<file path="src/rtl/bus_arbiter_pkg.sv">
// rtl/bus_arbiter_pkg.sv - shared constants and state encoding for bus_arbiter
package bus_arbiter_pkg;

    localparam logic STOP          = 1'b1;
    localparam logic NO_STOP       = 1'b0;
    localparam logic WRITE_ENABLE  = 1'b1;
    localparam logic WRITE_DISABLE = 1'b0;

    localparam int STALL_IF_BIT  = 1;
    localparam int STALL_MEM_BIT = 4;

    typedef enum logic [1:0] {
        ARB_IDLE    = 2'd0,
        ARB_IF_BUS  = 2'd1,
        ARB_MEM_BUS = 2'd2,
        ARB_DISCARD = 2'd3
    } arb_state_e;

    // A requester may start a bus cycle only when it has no unconsumed result.
    function automatic logic req_ready(input logic req, input logic hold, input logic flush);
        return req & ~hold & ~flush;
    endfunction

endpackage

</file>
<file path="src/rtl/req_hold_buf.sv">
// rtl/req_hold_buf.sv - per-requester read buffer plus hold flag kept until its stage advances
module req_hold_buf
    import bus_arbiter_pkg::*;
#(
    parameter int DATA_W = 32
) (
    input  logic              clk,
    input  logic              rst,
    input  logic              flush,
    input  logic              capture,
    input  logic              load,
    input  logic              stall_bit,
    input  logic [DATA_W-1:0] data,
    output logic              hold,
    output logic [DATA_W-1:0] rdata
);

    always_ff @(posedge clk) begin
        if (rst) begin
            hold  <= 1'b0;
            rdata <= '0;
        end else begin
            if (load) begin
                rdata <= data;
            end
            if (flush) begin
                hold <= 1'b0;
            end else if (capture) begin
                hold <= 1'b1;
            end else if (hold && stall_bit == NO_STOP) begin
                hold <= 1'b0;
            end
        end
    end

endmodule

</file>
<file path="src/rtl/bus_arbiter.sv">
// rtl/bus_arbiter.sv - shares one Wishbone master between fetch and data access, MEM first
module bus_arbiter
    import bus_arbiter_pkg::*;
#(
    parameter int ADDR_W = 32,
    parameter int DATA_W = 32
) (
    input  logic                clk,
    input  logic                rst,
    input  logic [5:0]          stall,
    input  logic                flush,
    input  logic                if_req,
    input  logic [ADDR_W-1:0]   if_addr,
    output logic [DATA_W-1:0]   if_rdata,
    output logic                if_stallreq,
    input  logic                mem_req,
    input  logic                mem_we,
    input  logic [DATA_W/8-1:0] mem_sel,
    input  logic [ADDR_W-1:0]   mem_addr,
    input  logic [DATA_W-1:0]   mem_wdata,
    output logic [DATA_W-1:0]   mem_rdata,
    output logic                mem_stallreq,
    output logic [ADDR_W-1:0]   wb_adr_o,
    output logic [DATA_W-1:0]   wb_dat_o,
    input  logic [DATA_W-1:0]   wb_dat_i,
    output logic                wb_we_o,
    output logic [DATA_W/8-1:0] wb_sel_o,
    output logic                wb_stb_o,
    output logic                wb_cyc_o,
    input  logic                wb_ack_i
);

    localparam int SEL_W = DATA_W / 8;

    arb_state_e state, state_nxt;

    logic              if_hold, mem_hold;
    logic              if_cap, if_load, mem_cap, mem_load;
    logic [ADDR_W-1:0] adr_nxt;
    logic [DATA_W-1:0] dat_nxt;
    logic [SEL_W-1:0]  sel_nxt;
    logic              we_nxt, stb_nxt, cyc_nxt;

    logic unused_stall_bits;
    assign unused_stall_bits = ^{stall[5], stall[3:2], stall[0]};

    assign if_stallreq  = req_ready(if_req, if_hold, flush);
    assign mem_stallreq = req_ready(mem_req, mem_hold, flush);

    always_ff @(posedge clk) begin
        if (rst) begin
            state    <= ARB_IDLE;
            wb_adr_o <= '0;
            wb_dat_o <= '0;
            wb_sel_o <= '0;
            wb_we_o  <= 1'b0;
            wb_stb_o <= 1'b0;
            wb_cyc_o <= 1'b0;
        end else begin
            state    <= state_nxt;
            wb_adr_o <= adr_nxt;
            wb_dat_o <= dat_nxt;
            wb_sel_o <= sel_nxt;
            wb_we_o  <= we_nxt;
            wb_stb_o <= stb_nxt;
            wb_cyc_o <= cyc_nxt;
        end
    end

    always_comb begin
        state_nxt = state;
        adr_nxt   = wb_adr_o;
        dat_nxt   = wb_dat_o;
        sel_nxt   = wb_sel_o;
        we_nxt    = wb_we_o;
        stb_nxt   = wb_stb_o;
        cyc_nxt   = wb_cyc_o;
        if_cap    = 1'b0;
        if_load   = 1'b0;
        mem_cap   = 1'b0;
        mem_load  = 1'b0;

        case (state)
            ARB_IDLE: begin
                // MEM holds the older instruction, so it wins a tie with IF.
                if (mem_stallreq) begin
                    state_nxt = ARB_MEM_BUS;
                    adr_nxt   = mem_addr;
                    dat_nxt   = mem_wdata;
                    we_nxt    = mem_we;
                    sel_nxt   = mem_sel;
                    stb_nxt   = 1'b1;
                    cyc_nxt   = 1'b1;
                end else if (if_stallreq) begin
                    state_nxt = ARB_IF_BUS;
                    adr_nxt   = if_addr;
                    we_nxt    = WRITE_DISABLE;
                    sel_nxt   = '1;
                    stb_nxt   = 1'b1;
                    cyc_nxt   = 1'b1;
                end
            end
            ARB_IF_BUS: begin
                if (wb_ack_i) begin
                    state_nxt = ARB_IDLE;
                    stb_nxt   = 1'b0;
                    cyc_nxt   = 1'b0;
                    we_nxt    = WRITE_DISABLE;
                    if_cap    = ~flush;
                    if_load   = ~flush;
                end else if (flush) begin
                    state_nxt = ARB_DISCARD;
                end
            end
            ARB_MEM_BUS: begin
                if (wb_ack_i) begin
                    state_nxt = ARB_IDLE;
                    stb_nxt   = 1'b0;
                    cyc_nxt   = 1'b0;
                    we_nxt    = WRITE_DISABLE;
                    mem_cap   = ~flush;
                    mem_load  = ~flush & (wb_we_o == WRITE_DISABLE);
                end else if (flush) begin
                    state_nxt = ARB_DISCARD;
                end
            end
            ARB_DISCARD: begin
                // Wishbone has no abort: the flushed cycle runs to its ack, result dropped.
                if (wb_ack_i) begin
                    state_nxt = ARB_IDLE;
                    stb_nxt   = 1'b0;
                    cyc_nxt   = 1'b0;
                    we_nxt    = WRITE_DISABLE;
                end
            end
            default: state_nxt = ARB_IDLE;
        endcase
    end

    req_hold_buf #(.DATA_W(DATA_W)) u_if_buf (
        .clk       (clk),
        .rst       (rst),
        .flush     (flush),
        .capture   (if_cap),
        .load      (if_load),
        .stall_bit (stall[STALL_IF_BIT]),
        .data      (wb_dat_i),
        .hold      (if_hold),
        .rdata     (if_rdata)
    );

    req_hold_buf #(.DATA_W(DATA_W)) u_mem_buf (
        .clk       (clk),
        .rst       (rst),
        .flush     (flush),
        .capture   (mem_cap),
        .load      (mem_load),
        .stall_bit (stall[STALL_MEM_BIT]),
        .data      (wb_dat_i),
        .hold      (mem_hold),
        .rdata     (mem_rdata)
    );

endmodule
</file>
<file path="config.mk">
export PLATFORM = sky130hd
export DESIGN_NAME = bus_arbiter
export DESIGN_NICKNAME = d
export VERILOG_FILES = /design/src/rtl/bus_arbiter_pkg.sv /design/src/rtl/req_hold_buf.sv /design/src/rtl/bus_arbiter.sv
export SDC_FILE = /design/constraint.sdc
export NUM_CORES = 1
export LEC_CHECK = 0
export BUFFER_PORTS_ARGS = -buffer_cell sky130_fd_sc_hd__buf_2
export CAP_MARGIN = 20
export CORE_AREA = 2 2 109 111
export CTS_BUF_LIST = sky130_fd_sc_hd__clkbuf_4
export DETAILED_ROUTE_END_ITERATION = 10
export DIE_AREA = 0 0 111 113
export PLACE_DENSITY = 0.81
export SYNTH_ARGS = -nofsm -noshare
export SYNTH_HDL_FRONTEND = slang
export SYNTH_SLANG_ARGS = --single-unit
</file>
<file path="constraint.sdc">
create_clock -name clk -period 2.48 [get_ports clk]
set_clock_uncertainty 0.15 [all_clocks]
set_input_delay 0 -clock clk [delete_from_list [all_inputs] [get_ports clk]]
set_output_delay 0 -clock clk [all_outputs]
set_load 0.01 [all_outputs]
</file>
=== Yosys cells after proc, flatten, opt, wreduce, memory -nomap -nowiden ===
Index checks and enable logic that the tools add are counted.

* Equality and inequality tests: 7
* Mux-type cells: 26
* Bitwise operators: 11
* Reductions and logical operators: 13

{| class="wikitable"
|+ Operators by type and width
! cell !! number
|-
| $mux W32 || 2
|-
| $mux W1 || 14
|-
| $mux W2 || 5
|-
| $mux W4 || 2
|-
| $not A1 Y1 || 6
|-
| $pmux W2 S3 || 1
|-
| $reduce_and A2 Y1 || 3
|-
| $reduce_bool A2 Y1 || 3
|-
| $and A1 B1 Y1 || 5
|-
| $eq A2 B2 Y1 const B || 2
|-
| $pmux W1 S2 || 2
|-
| $reduce_or A2 Y1 || 2
|-
| $ne A3 B1 Y1 const B || 1
|-
| $ne A3 B3 Y1 const B || 1
|-
| $reduce_and A3 Y1 || 1
|-
| $reduce_or A3 Y1 || 1
|-
| $eq A2 B1 Y1 const B || 1
|-
| $logic_and A1 B1 Y1 || 2
|-
| $logic_not A2 Y1 || 1
|-
| $ne A2 B1 Y1 const B || 1
|-
| $ne A2 B2 Y1 const B || 1
|}

* Register bits after elaboration: 138
* Input port bits: 145
* Output and inout bits: 137

=== Logic depth before layout (Yosys ltp) ===
Gate-level depths: netlist of the first run.

* Word-level depth: 6
* Gate-level depth with buffers: 8
* Gate-level depth less buffers: 6

=== Hierarchy ===
From an unflattened synthesis of the first run, not the netlist that was laid out.

* Cells, all modules: 593
* Area, all modules: 5,357.6 um^2

{| class="wikitable"
|+ By module, submodules not included
! module !! instances !! cells each !! area an instance (um^2)
|-
| bus_arbiter || 1 || 379 || 2,960.3
|-
| req_hold_buf || 2 || 107 || 1,198.6
|}

=== Worst setup path before layout of the first run ===
OpenSTA, ideal clock, no wires.

* Path type: register to register
* Start point: register state[0]
* End point: register wb_adr_o[0]
* Arrival: 1.474 ns
* Data required time: 2.205 ns
* Setup slack: 0.730 ns
* Cell stages (with the launch flop): 8
* Buffers on the path: 2
* Period minus slack after synthesis: 1.750 ns
* Cell sequence: dfxtp_1 -> inv_1 -> ha_1 -> inv_1 -> a211oi_2 -> buf_2 -> buf_2 -> a31oi_1

* Word-level cells in the longest chain between the ends: 2

{| class="wikitable"
|+ RTL lines
! what !! line !! RTL
|-
| start: declaration || bus_arbiter.sv:35 || <nowiki>arb_state_e state, state_nxt;</nowiki>
|-
| start signal: assignment || bus_arbiter.sv:60 || <nowiki>state <= state_nxt;</nowiki>
|-
| $logic_not A2 Y1 || bus_arbiter.sv:83 || <nowiki>case (state)</nowiki>
|-
| $reduce_and A2 Y1 (no line) || - ||
|-
| end signal: assignment || bus_arbiter.sv:61 || <nowiki>wb_adr_o <= adr_nxt;</nowiki>
|-
| end: declaration || bus_arbiter.sv:23 || <nowiki>output logic [ADDR_W-1:0] wb_adr_o,</nowiki>
|}

No other way between the ends.
A chain may end at the register's enable or synchronous reset.

=== Worst setup path after layout of the first run ===
* Start point: register state[0]
* End point: register wb_dat_o[23]

* Word-level cells in the longest chain between the ends: 2

{| class="wikitable"
|+ RTL lines
! what !! line !! RTL
|-
| $logic_not A2 Y1 || bus_arbiter.sv:83 ||
|-
| $reduce_and A2 Y1 (no line) || - ||
|-
| end signal: assignment || bus_arbiter.sv:62 || <nowiki>wb_dat_o <= dat_nxt;</nowiki>
|-
| end: declaration || bus_arbiter.sv:24 || <nowiki>output logic [DATA_W-1:0] wb_dat_o,</nowiki>
|}

No other way between the ends.

==> results of run 1 <==
==> layer usage <==
| metal | track usage | vias up | share of wire |
|---|---|---|---|
| li1 | - | 3039 | - |
| met1 | 0.347 | 3005 | 0.36 |
| met2 | 0.577 | 452 | 0.50 |
| met3 | 0.0943 | 129 | 0.085 |
| met4 | 0.214 | 0 | 0.057 |
| met5 | 0 | - | 0 |
==> worst paths after layout <==
check / endpoint / startpoint / cells past startpoint / slack (ns)
worst max-delay path: wb_dat_o[23]$_SDFFE_PP0P_ / state[0]$_SDFFE_PP0P_ / 8 / 0.14
worst min-delay path: wb_cyc_o$_SDFFE_PP0P_ / if_req / 5 / 0.07
worst max register to register: wb_dat_o[23]$_SDFFE_PP0P_ / state[0]$_SDFFE_PP0P_ / 8 / 0.14
worst min register to register: u_mem_buf.rdata[28]$_SDFFE_PP0P_ / u_mem_buf.rdata[28]$_SDFFE_PP0P_ / 2 / 0.31
==> where the power goes <==
part / total (W) / internal (W) / leakage [nW] / switching (W)
logic: 0.00109 / 0.000514 / 2.72 / 0.000574
clock network: 0.00156 / 0.000743 / 0.157 / 0.000818
registers: 0.00244 / 0.00236 / 1.12 / 0.0000812
total: 0.00509 / 0.00362 / 4.00 / 0.00147
==> cell usage in the layout (no fill, tap or decap), types with 2 or more instances in the layout <==
cell type and n:
diode_2 3, o22ai_1 4, clkinvlp_4 3, nand3b_1 2
ha_1 4, or3_1 2, a21oi_1 101, inv_1 5
a31oi_1 32, dlygate4sd3_1 166, clkbuf_4 21, dfxtp_1 138
bufinv_16 3, o21ai_1 5, or3b_1 2, nand2_1 259
o21ai_0 30, clkinv_4 4, buf_6 3, nand2b_1 4
nor2_1 6, buf_2 276, buf_4 10
==> synthesized netlist by cell type <==
library cell    n
nand2_1       259
dfxtp_1       138
a21oi_1       101
clkbuf_1       34
a31oi_1        32
o21ai_0        30
buf_2          14
nor2_1          6
ha_1            5
inv_1           5
o21ai_1         5
nand2b_1        4
o22ai_1         4
nand3b_1        2
nor3_1          2
or3_1           2
or3b_1          2
a211oi_1        1
a211oi_2        1
a22oi_1         1
a32o_1          1
a32oi_1         1
and3_1          1
and3b_1         1
buf_1           1
buf_4           1
buf_6           1
clkinv_4        1
mux2i_1         1
nand2_2         1
nor2_2          1
nor2b_1         1
o221ai_1        1
==> registers in the layout, indices dropped and copies added, names as in the netlist <==
signal and flops:
state 2, u_if_buf.hold 1, u_if_buf.rdata 32, u_mem_buf.hold 1, u_mem_buf.rdata 32, wb_adr_o 32, wb_cyc_o 1, wb_dat_o 32
wb_sel_o 4, wb_we_o 1
==> metrics by stage <==
stage | utilization | setup slack (ns) | std cells | cell area, um^2
detailed placement | 0.586 | 0.507 | 1040 | 6600
global placement | 0.586 | 0.575 | 1040 | 6600
CTS | 0.760 | 0.0194 | 1238 | 8570
finish | 0.765 | 0.136 | 1244 | 8620
global route | 0.764 | 0.0127 | 1242 | 8620
floorplan | - | 0.730 | 661 | 5150
==> worst max-delay path, stage by stage, from the launching register on <==
cell,delay (ns)
dfxtp_1,0.36
inv_1,0.11
ha_2,0.26
inv_1,0.12
nor2_2,0.13
buf_6,0.26
nand2_1,0.14
a21oi_1,0.16
dlygate4sd3_1,0.60
==> cell type report <==
type                            count  area [um^2]  share of cell area
Antenna cell                        3         7.51            0.000871
Clock inverter                     11          148              0.0171
Sequential cell                   138         2760               0.320
Clock buffer                       21          158              0.0183
Inverter                            6         27.5             0.00319
Timing Repair Buffer              456         3180               0.369
Tap cell                          143          179              0.0208
Multi-Input combinational cell    466         2160               0.251
==> logic make-up (layout without fill, tap and decap cells) <==
logic type,after synthesis,in the layout,synth area share
AOI/OAI and AO/OA,178,178,0.186
adders and majority gates,5,5,0.0121
buffers and inverters,57,494,0.0481
DFF,138,138,0.536
muxes,1,1,0.00194
other,0,3,0
and+or+nand+nor,282,282,0.215
==> timing repair <==
action	CTS	global route
hold buffers	166	0
hold endpoints to repair	138	0
gates resized for setup	0	4
setup buffers	0	1
setup endpoints to repair	0	22
==> out/qor.csv, run 1 <==
metric,value,unit
status,"finished, final reports clean",
via count,6625,
Yosys reg bits,138,
Unique masters post-synth,33,
Worst slew margin,0.379,
first-pass GRT wire length,32900,um
TritonCTS clock tree,done,
Pwr Total,0.00509,W
Initial Utilization,0.457,
fmax,427,MHz
min Tclk post-route,2.34,ns
largest net degree at the start of global routing,69,
Area Growth Syn to Fin,67.3,%
ranking of synthesized cells by area,"dfxtp_1, nand2_1, a21oi_1, a31oi_1, o21ai_0",
CP arrival,2.68,ns
DPL Wire Length,10300,um
"Seq/Total Area, Yosys",0.536,
Worst Setup Start Kind,flip-flop,
synthesized area,0.00515,mm^2
Final Max Slew Viols,0,
"Reg clk slew, reported paths",0.12,ns
syn nets,811,
Die W,111,um
Max-cap violations,0,
drt pass-1 iters,5,
Chip Height,113,um
Synth Area per Inst,7.79,um^2
CTS sink count,138,
Iteration-0 DRC Markers,658,
Final setup viols,0,
clk_lat worst skew,0.53,ns
RSZ-0062 raised after global routing,no,
routed len/inst,17.3,um
Yosys Warn Count,0,
vias in the first global route,6695,
std cell rows,39,
H-Tree Depth,4,
clock buffer depth,2,
initial antenna violation count,1,
Worst EP required,2.81,ns
Core Box Area,0.0113,mm^2
Hold WS,0.0725,ns
final period utilization,0.945,
synthesized instance count,661,
PortBufs,277,
Max VDD drop,0.000465,V
Worst setup EP type,flip-flop,
DRC,0,
number of buffers created by CTS,17,
num ports,282,
post-synth top area share,0.536,
fin nets,1235,
GRT Total Usage,0.329,
top cell type by total area after synthesis,dfxtp_1,
pin slew with the least headroom to its limit,0.931,ns
"Hold Vio Cnt, Final",0,
share of layout cells above drive strength 1,0.298,
Antenna Nets Post-Route,0,
hold crit path type,input pin to flip-flop,
grt ovf,0,
Clock Root Buffer,clkbuf_4,
Setup CP Type,flip-flop to flip-flop,
fillers,739,
setup TNS,0,ns
DRT Wirelength,21500,um
Via density,5.33,
Pwr Density,590,mW/mm^2
routability cong.,0.845,
Leakage Power,4.00,nW
Die Area,0.0125,mm^2
Worst Path Max Fanout,32,
No activity file was read; power rests on OpenSTA's default activity.
==> inputs of run 2 (changes only) <==
--- a/config.mk
+++ b/config.mk
@@ -6,12 +6,13 @@
 export NUM_CORES = 1
 export LEC_CHECK = 0
 export BUFFER_PORTS_ARGS = -buffer_cell sky130_fd_sc_hd__buf_2
-export CAP_MARGIN = 20
-export CORE_AREA = 2 2 109 111
+export CAP_MARGIN = 10
+export CORE_MARGIN = 5
+export CORE_UTILIZATION = 47
 export CTS_BUF_LIST = sky130_fd_sc_hd__clkbuf_4
 export DETAILED_ROUTE_END_ITERATION = 10
-export DIE_AREA = 0 0 111 113
-export PLACE_DENSITY = 0.81
+export PLACE_DENSITY = 0.83
 export SYNTH_ARGS = -nofsm -noshare
 export SYNTH_HDL_FRONTEND = slang
+export SYNTH_HIERARCHICAL = 1
 export SYNTH_SLANG_ARGS = --single-unit
==> run 2 against run 1 <==
Sequential power increased by 6%. Hold slack improved by 0.0039 ns. Die area rose by 8.7%. Final cell count is 5.0% lower. Via count fell by 7.2%. Synthesized cell count fell by 10%. Combinational power rose by 61%. Power grew 14%. Worst setup slack lost 0.061 ns. Routed wire length decreased by 3.1%. Register-to-register slack worse by 0.06 ns. Design area rose by 2.5%.
==> out/qor.csv, run 2 <==
metric,value,unit
status,"finished, final reports clean",
largest family of logic cells by synthesized area,simple AND/OR/NAND/NOR gates,
number of flops mapped to enable cells by yosys,0,
Worst Hold Path Cells,5,
Core Box Area,0.0113,mm^2
Die W,117,um
Worst setup EP type,flip-flop,
critical path's slowest cell,dlygate4sd3_1,
setup ws final,0.0757,ns
"Top FF cell, synth",dfxtp_1,
first-pass GRT wire length,30500,um
Worst R2R End,wb_adr_o[12]$_SDFFE_PP0P_,
share of layout cells above drive strength 1,0.315,
Max VDD drop,0.000411,V
mux share of post-synthesis cell area,0.121,
Area Growth Syn to Fin,65.0,%
min Tclk post-route,2.40,ns
fmax,416,MHz
pin slew with the least headroom to its limit,0.627,ns
Worst setup endpoint,wb_adr_o[12]$_SDFFE_PP0P_,
Initial Utilization,0.475,
RSZ-0062 raised after global routing,no,
Yosys reg bits,138,
largest net degree at the start of global routing,69,
Worst Setup Start Kind,flip-flop,
CTS sink count,138,
via count,6146,
std cell rows,39,
Compound-Gate Fraction of Synth Area,0.0983,
Worst EP required,2.81,ns
Reg2Reg Setup Slack,0.08,ns
Die Area,0.0136,mm^2
fraction of registers with async set/reset,0,
clk_lat worst skew,0.53,ns
vias in the first global route,6366,
routability cong.,0.837,
GRT Total Usage,0.287,
hold crit path type,input pin to flip-flop,
"Hold Vio Cnt, Final",0,
synthesized area,0.00536,mm^2
crit-path max cell delay,0.60,ns
DRT Wirelength,20800,um
drt pass-1 iters,5,
most frequent cells in the layout,"buf_2, dlygate4sd3_1, dfxtp_1, nand2_1, nor2_1",
Final setup viols,0,
Clock Root Buffer,clkbuf_4,
Leakage Power,4.06,nW
number of buffers created by CTS,17,
DPL Wire Length,10600,um
num ports,282,
Pwr Density,657,mW/mm^2
Worst R2R Start,state[1]$_SDFFE_PP0P_,
Critical Path Start,state[1]$_SDFFE_PP0P_,
post-synth top area share,0.516,
syn nets,743,
Synth Area per Inst,9.03,um^2
fin nets,1176,
Iteration-0 DRC Markers,530,
synth cell count leaders,"dfxtp_1, nand2_1, nor2_1",
initial antenna violation count,1,
synthesized instance count,593,
Max-cap violations,0,
Post-Synth XOR/XNOR Area,0,
ranking of synthesized cells by area,"dfxtp_1, mux2i_1, nand2_1, nor2_1, a311oi_1",
adder-cell area share of the yosys netlist,0.0117,
DRC,0,
"count leader, synth",dfxtp_1,
cell chain of the critical path,inv_2 -> ha_2 -> nand2b_4 -> a21oi_4 -> buf_12 -> clkbuf_16 -> nor2_1 -> a311oi_1 -> dlygate4sd3_1,
Setup CP Type,flip-flop to flip-flop,
Yosys Warn Count,6,
Unique masters post-synth,28,
grt ovf,0,
top cell type by total area after synthesis,dfxtp_1,
setup TNS,0,ns
depth of the worst register-to-register path,9,
Via density,5.20,
PortBufs,277,
Worst slew margin,0.582,
Antenna Nets Post-Route,0,
"Reg clk slew, reported paths",0.12,ns
final period utilization,0.969,
Final Max Slew Viols,0,
Worst Path Max Fanout,17,
"Seq/Total Area, Yosys",0.516,
"commonest non-fill, non-tap cell in the layout",buf_2,
CP arrival,2.73,ns
clock buffer depth,2,
H-Tree Depth,4,
Synth Area in Simple Gates,0.190,
TritonCTS clock tree,done,
Chip Height,117,um
routed len/inst,17.6,um
dpl ws,0.547,ns
==> run 2: worst min-delay path by stage <==
stage,endpoint,startpoint,slack [ns]
floorplan,if_stallreq,flush,-0.10
global placement,wb_dat_o[13]$_SDFFE_PP0P_,mem_wdata[13],0.09
detailed placement,wb_dat_o[18]$_SDFFE_PP0P_,mem_wdata[18],0.1
CTS,state[1]$_SDFFE_PP0P_,if_req,0.008
global route,state[1]$_SDFFE_PP0P_,if_req,0.05
finish,state[1]$_SDFFE_PP0P_,if_req,0.08
==> run 2: cells by family after synthesis <==
kind of cell               after synthesis
muxes                                   65
buffers and inverters                   50
and+or+nand+nor                        258
AOI/OAI and AO/OA                       77
adders and majority gates                5
DFF                                    138
==> run 2: critical path: cells and delay by family (launching register included) <==
family	cells	cell delay, ns
AO/OA/AOI/OAI	2	0.45
buffers and inverters	4	1.01
AND/OR/NAND/NOR	2	0.15
flip-flops	1	0.35
adder cells (fa/ha/maj)	1	0.24
==> run 2: where the power goes <==
part	switching (W)	internal, W	total [W]
clock	0.000790	0.000679	0.00147
sequential	0.000139	0.00244	0.00258
combinational	0.000891	0.000873	0.00176
==> run 2: repair_timing <==
| action | 4_1_cts | 5_1_grt |
|---|---|---|
| buffers inserted | 0 | 1 |
| gates resized for setup | 0 | 8 |
| hold endpoints to repair | 138 | 0 |
| setup endpoints to repair | 0 | 46 |
| hold buffers | 171 | 0 |
==> run 2: per-layer routing <==
layer | part of all wire | up-vias | GRT usage
met3 | 0.087 | 102 | 0.0896
met1 | 0.35 | 2843 | 0.292
met5 | 0 | - | 0
li1 | - | 2843 | -
met4 | 0.056 | 0 | 0.184
met2 | 0.50 | 358 | 0.506
==> run 2: layout make-up <==
| cell class | instances | area (um^2) |
|---|---|---|
| flip-flops and latches | 138 | 2760 |
| diodes | 2 | 5.00 |
| repair buffers | 459 | 3280 |
| multi-input cells | 405 | 2290 |
| inverters | 5 | 45.0 |
| well taps | 143 | 179 |
| clock buffers | 18 | 135 |
| fillers | 661 | 2430 |
| clock inverters | 12 | 133 |
==> run 2: metrics by stage <==
step,utilization,total power (W),std cells,cell area [um^2],hold slack (ns)
floorplan,-,0.00335,593,5360,-0.102
global placement,0.598,0.00377,976,6740,0.0898
detailed placement,0.598,0.00381,976,6740,0.0968
CTS,0.774,0.00559,1177,8720,0.00811
global route,0.784,0.00607,1181,8840,0.0467
finish,0.784,0.00581,1182,8840,0.0763
==> inputs of run 3 (changes only) <==
--- a/config.mk
+++ b/config.mk
@@ -12,6 +12,7 @@
 export CTS_BUF_LIST = sky130_fd_sc_hd__clkbuf_4
 export DETAILED_ROUTE_END_ITERATION = 10
 export PLACE_DENSITY = 0.83
+export RECOVER_POWER = 25
 export SYNTH_ARGS = -nofsm -noshare
 export SYNTH_HDL_FRONTEND = slang
 export SYNTH_HIERARCHICAL = 1
==> constraint.sdc (replaced) <==
create_clock -name clk -period 2.3 [get_ports clk]
set_clock_uncertainty 0.15 [all_clocks]
set_input_delay 0 -clock clk [delete_from_list [all_inputs] [get_ports clk]]
set_output_delay 0 -clock clk [all_outputs]
set_load 0.01 [all_outputs]
==> run 3 against run 2 <==
Design area is 0.72% lower. Sequential power is 7% higher. Combinational power is 3% lower. Clock power is 5% lower. Die area stayed put. Clock-buffer cell count is 1 lower. Worst setup slack better by 0.045 ns. Global-route usage is 0.17 points higher. Hold slack better by 0.028 ns. First-iteration DRC count is 3.2% lower. Final cell count is 0.85% higher.
==> out/qor.csv, run 3 (synthesis results as in run 2) <==
metric,value,unit
status,"finished, final reports clean",
routed len/inst,17.2,um
DPL Wire Length,10500,um
"Reg clk slew, reported paths",0.12,ns
fmax,459,MHz
num ports,282,
cell chain of the critical path,inv_1 -> ha_4 -> nand2b_4 -> nor2_4 -> buf_12 -> nand2_1 -> dlygate4sd3_1 -> a21oi_1,
fin nets,1184,
grt ovf,0,
drt pass-1 iters,5,
Setup CP Type,flip-flop to flip-flop,
Worst EP required,2.61,ns
Final Max Slew Viols,0,
share of layout cells above drive strength 1,0.252,
pin slew with the least headroom to its limit,0.915,ns
Die W,117,um
DRT Wirelength,20500,um
Via density,5.14,
Max-cap violations,0,
final period utilization,0.948,
CP Depth,8,
PortBufs,277,
fin area,0.00878,mm^2
largest net degree at the start of global routing,85,
Clock Root Buffer,clkbuf_4,
Buf/Inv on CP,3,
Die Area,0.0136,mm^2
CP arrival,2.49,ns
setup ws final,0.120,ns
Leakage Power,3.71,nW
Worst setup EP type,flip-flop,
hold crit path type,input pin to flip-flop,
Worst Setup Start Kind,flip-flop,
routability cong.,0.865,
Worst slew margin,0.390,
TritonCTS clock tree,done,
Worst Hold Path Cells,4,
first-pass GRT wire length,30500,um
crit-path max cell delay,0.58,ns
std cell rows,39,
"commonest non-fill, non-tap cell in the layout",buf_2,
initial antenna violation count,1,
dpl ws,0.380,ns
clock buffer depth,2,
most frequent cells in the layout,"buf_2, dlygate4sd3_1, dfxtp_1, nand2_1, nor2_1",
clk_lat worst skew,0.54,ns
CTS sink count,138,
H-Tree Depth,4,
GRT Total Usage,0.289,
Post-DP Area,0.00676,mm^2
Area Growth Syn to Fin,63.8,%
"CP delay by family, top",buffers and inverters,
Antenna Nets Post-Route,0,
Chip Height,117,um
Core Box Area,0.0113,mm^2
Worst Path Max Fanout,16,
critical path's slowest cell,dlygate4sd3_1,
min Tclk post-route,2.18,ns
depth of the worst register-to-register path,8,
Initial Utilization,0.475,
"Hold Vio Cnt, Final",0,
Pwr Density,668,mW/mm^2
number of buffers created by CTS,17,
vias in the first global route,6304,
Final setup viols,0,
Iteration-0 DRC Markers,513,
DRC,0,
fillers,691,
Max VDD drop,0.000487,V
via count,6128,
-- run 3: cell types whose count changed in the layout (fill, tap and decap cells not counted), moves of 2 or more --
cell	change
clkbuf_1	+68
clkinv_1	-2
dlygate4sd3_1	+5
bufinv_16	-3
buf_2	-68
clkinv_2	+4
clkinvlp_4	+2
buf_4	+4
-- run 3: power by group --
part	switching (W)	internal (W)	total [W]	leakage [nW]
Clock	0.000874	0.000513	0.00139	0.132
Sequential	0.000144	0.00263	0.00277	1.12
Combinational	0.000904	0.000801	0.00170	2.45
-- run 3: routing by layer --
| metal | global-route usage | vias up | part of all wire |
|---|---|---|---|
| met4 | 0.198 | 0 | 0.060 |
| met1 | 0.292 | 2805 | 0.36 |
| met2 | 0.505 | 349 | 0.50 |
| met3 | 0.0896 | 110 | 0.086 |
| li1 | - | 2864 | - |
| met5 | 0 | - | 0 |
-- run 3: layout make-up --
class	count	area [um^2]	share of cell area
Sequential cell	138	2760	0.315
Antenna cell	2	5.00	0.000570
Inverter	5	23.8	0.00271
Multi-Input combinational cell	405	2300	0.263
Tap cell	143	179	0.0204
Clock inverter	15	109	0.0124
Timing Repair Buffer	467	3260	0.372
Clock buffer	17	128	0.0145
-- run 3: timing repair --
item,4_1_cts,5_1_grt
endpoints found under the setup margin,0,35
resized for setup,0,10
hold buffers,176,0
endpoints found under the hold margin,138,0
buffers inserted,0,5
-- run 3: metrics by stage --
stage                     std cells  setup TNS, ns   util  hold slack, ns  power [W]
after global routing           1191        -0.0104  0.778          0.0608    0.00616
final                          1192              0  0.779           0.104    0.00587
after detailed placement        976              0  0.599          0.0957    0.00410
after floorplan                 593              0      -          -0.102    0.00361
after CTS                      1184              0  0.777          0.0490    0.00572
after global placement          976              0  0.599          0.0900    0.00407
-- run 3: worst reg2reg max path, stage by stage (launching register included) --
cell	delay, ns
dfxtp_2	0.36
inv_1	0.13
ha_4	0.19
nand2b_4	0.08
nor2_4	0.19
buf_12	0.17
nand2_1	0.09
dlygate4sd3_1	0.58
a21oi_1	0.17
-- run 3: path summary, 6_finish.rpt --
kind	slack, ns	end	from
worst max register to register	0.12	wb_dat_o[4]$_SDFFE_PP0P_	state[0]$_SDFFE_PP0P_
worst min register to register	0.31	wb_dat_o[15]$_SDFFE_PP0P_	wb_dat_o[15]$_SDFFE_PP0P_
worst min-delay path	0.10	wb_sel_o[1]$_SDFFE_PP0P_	mem_sel[1]
worst max-delay path	0.12	wb_dat_o[4]$_SDFFE_PP0P_	state[0]$_SDFFE_PP0P_
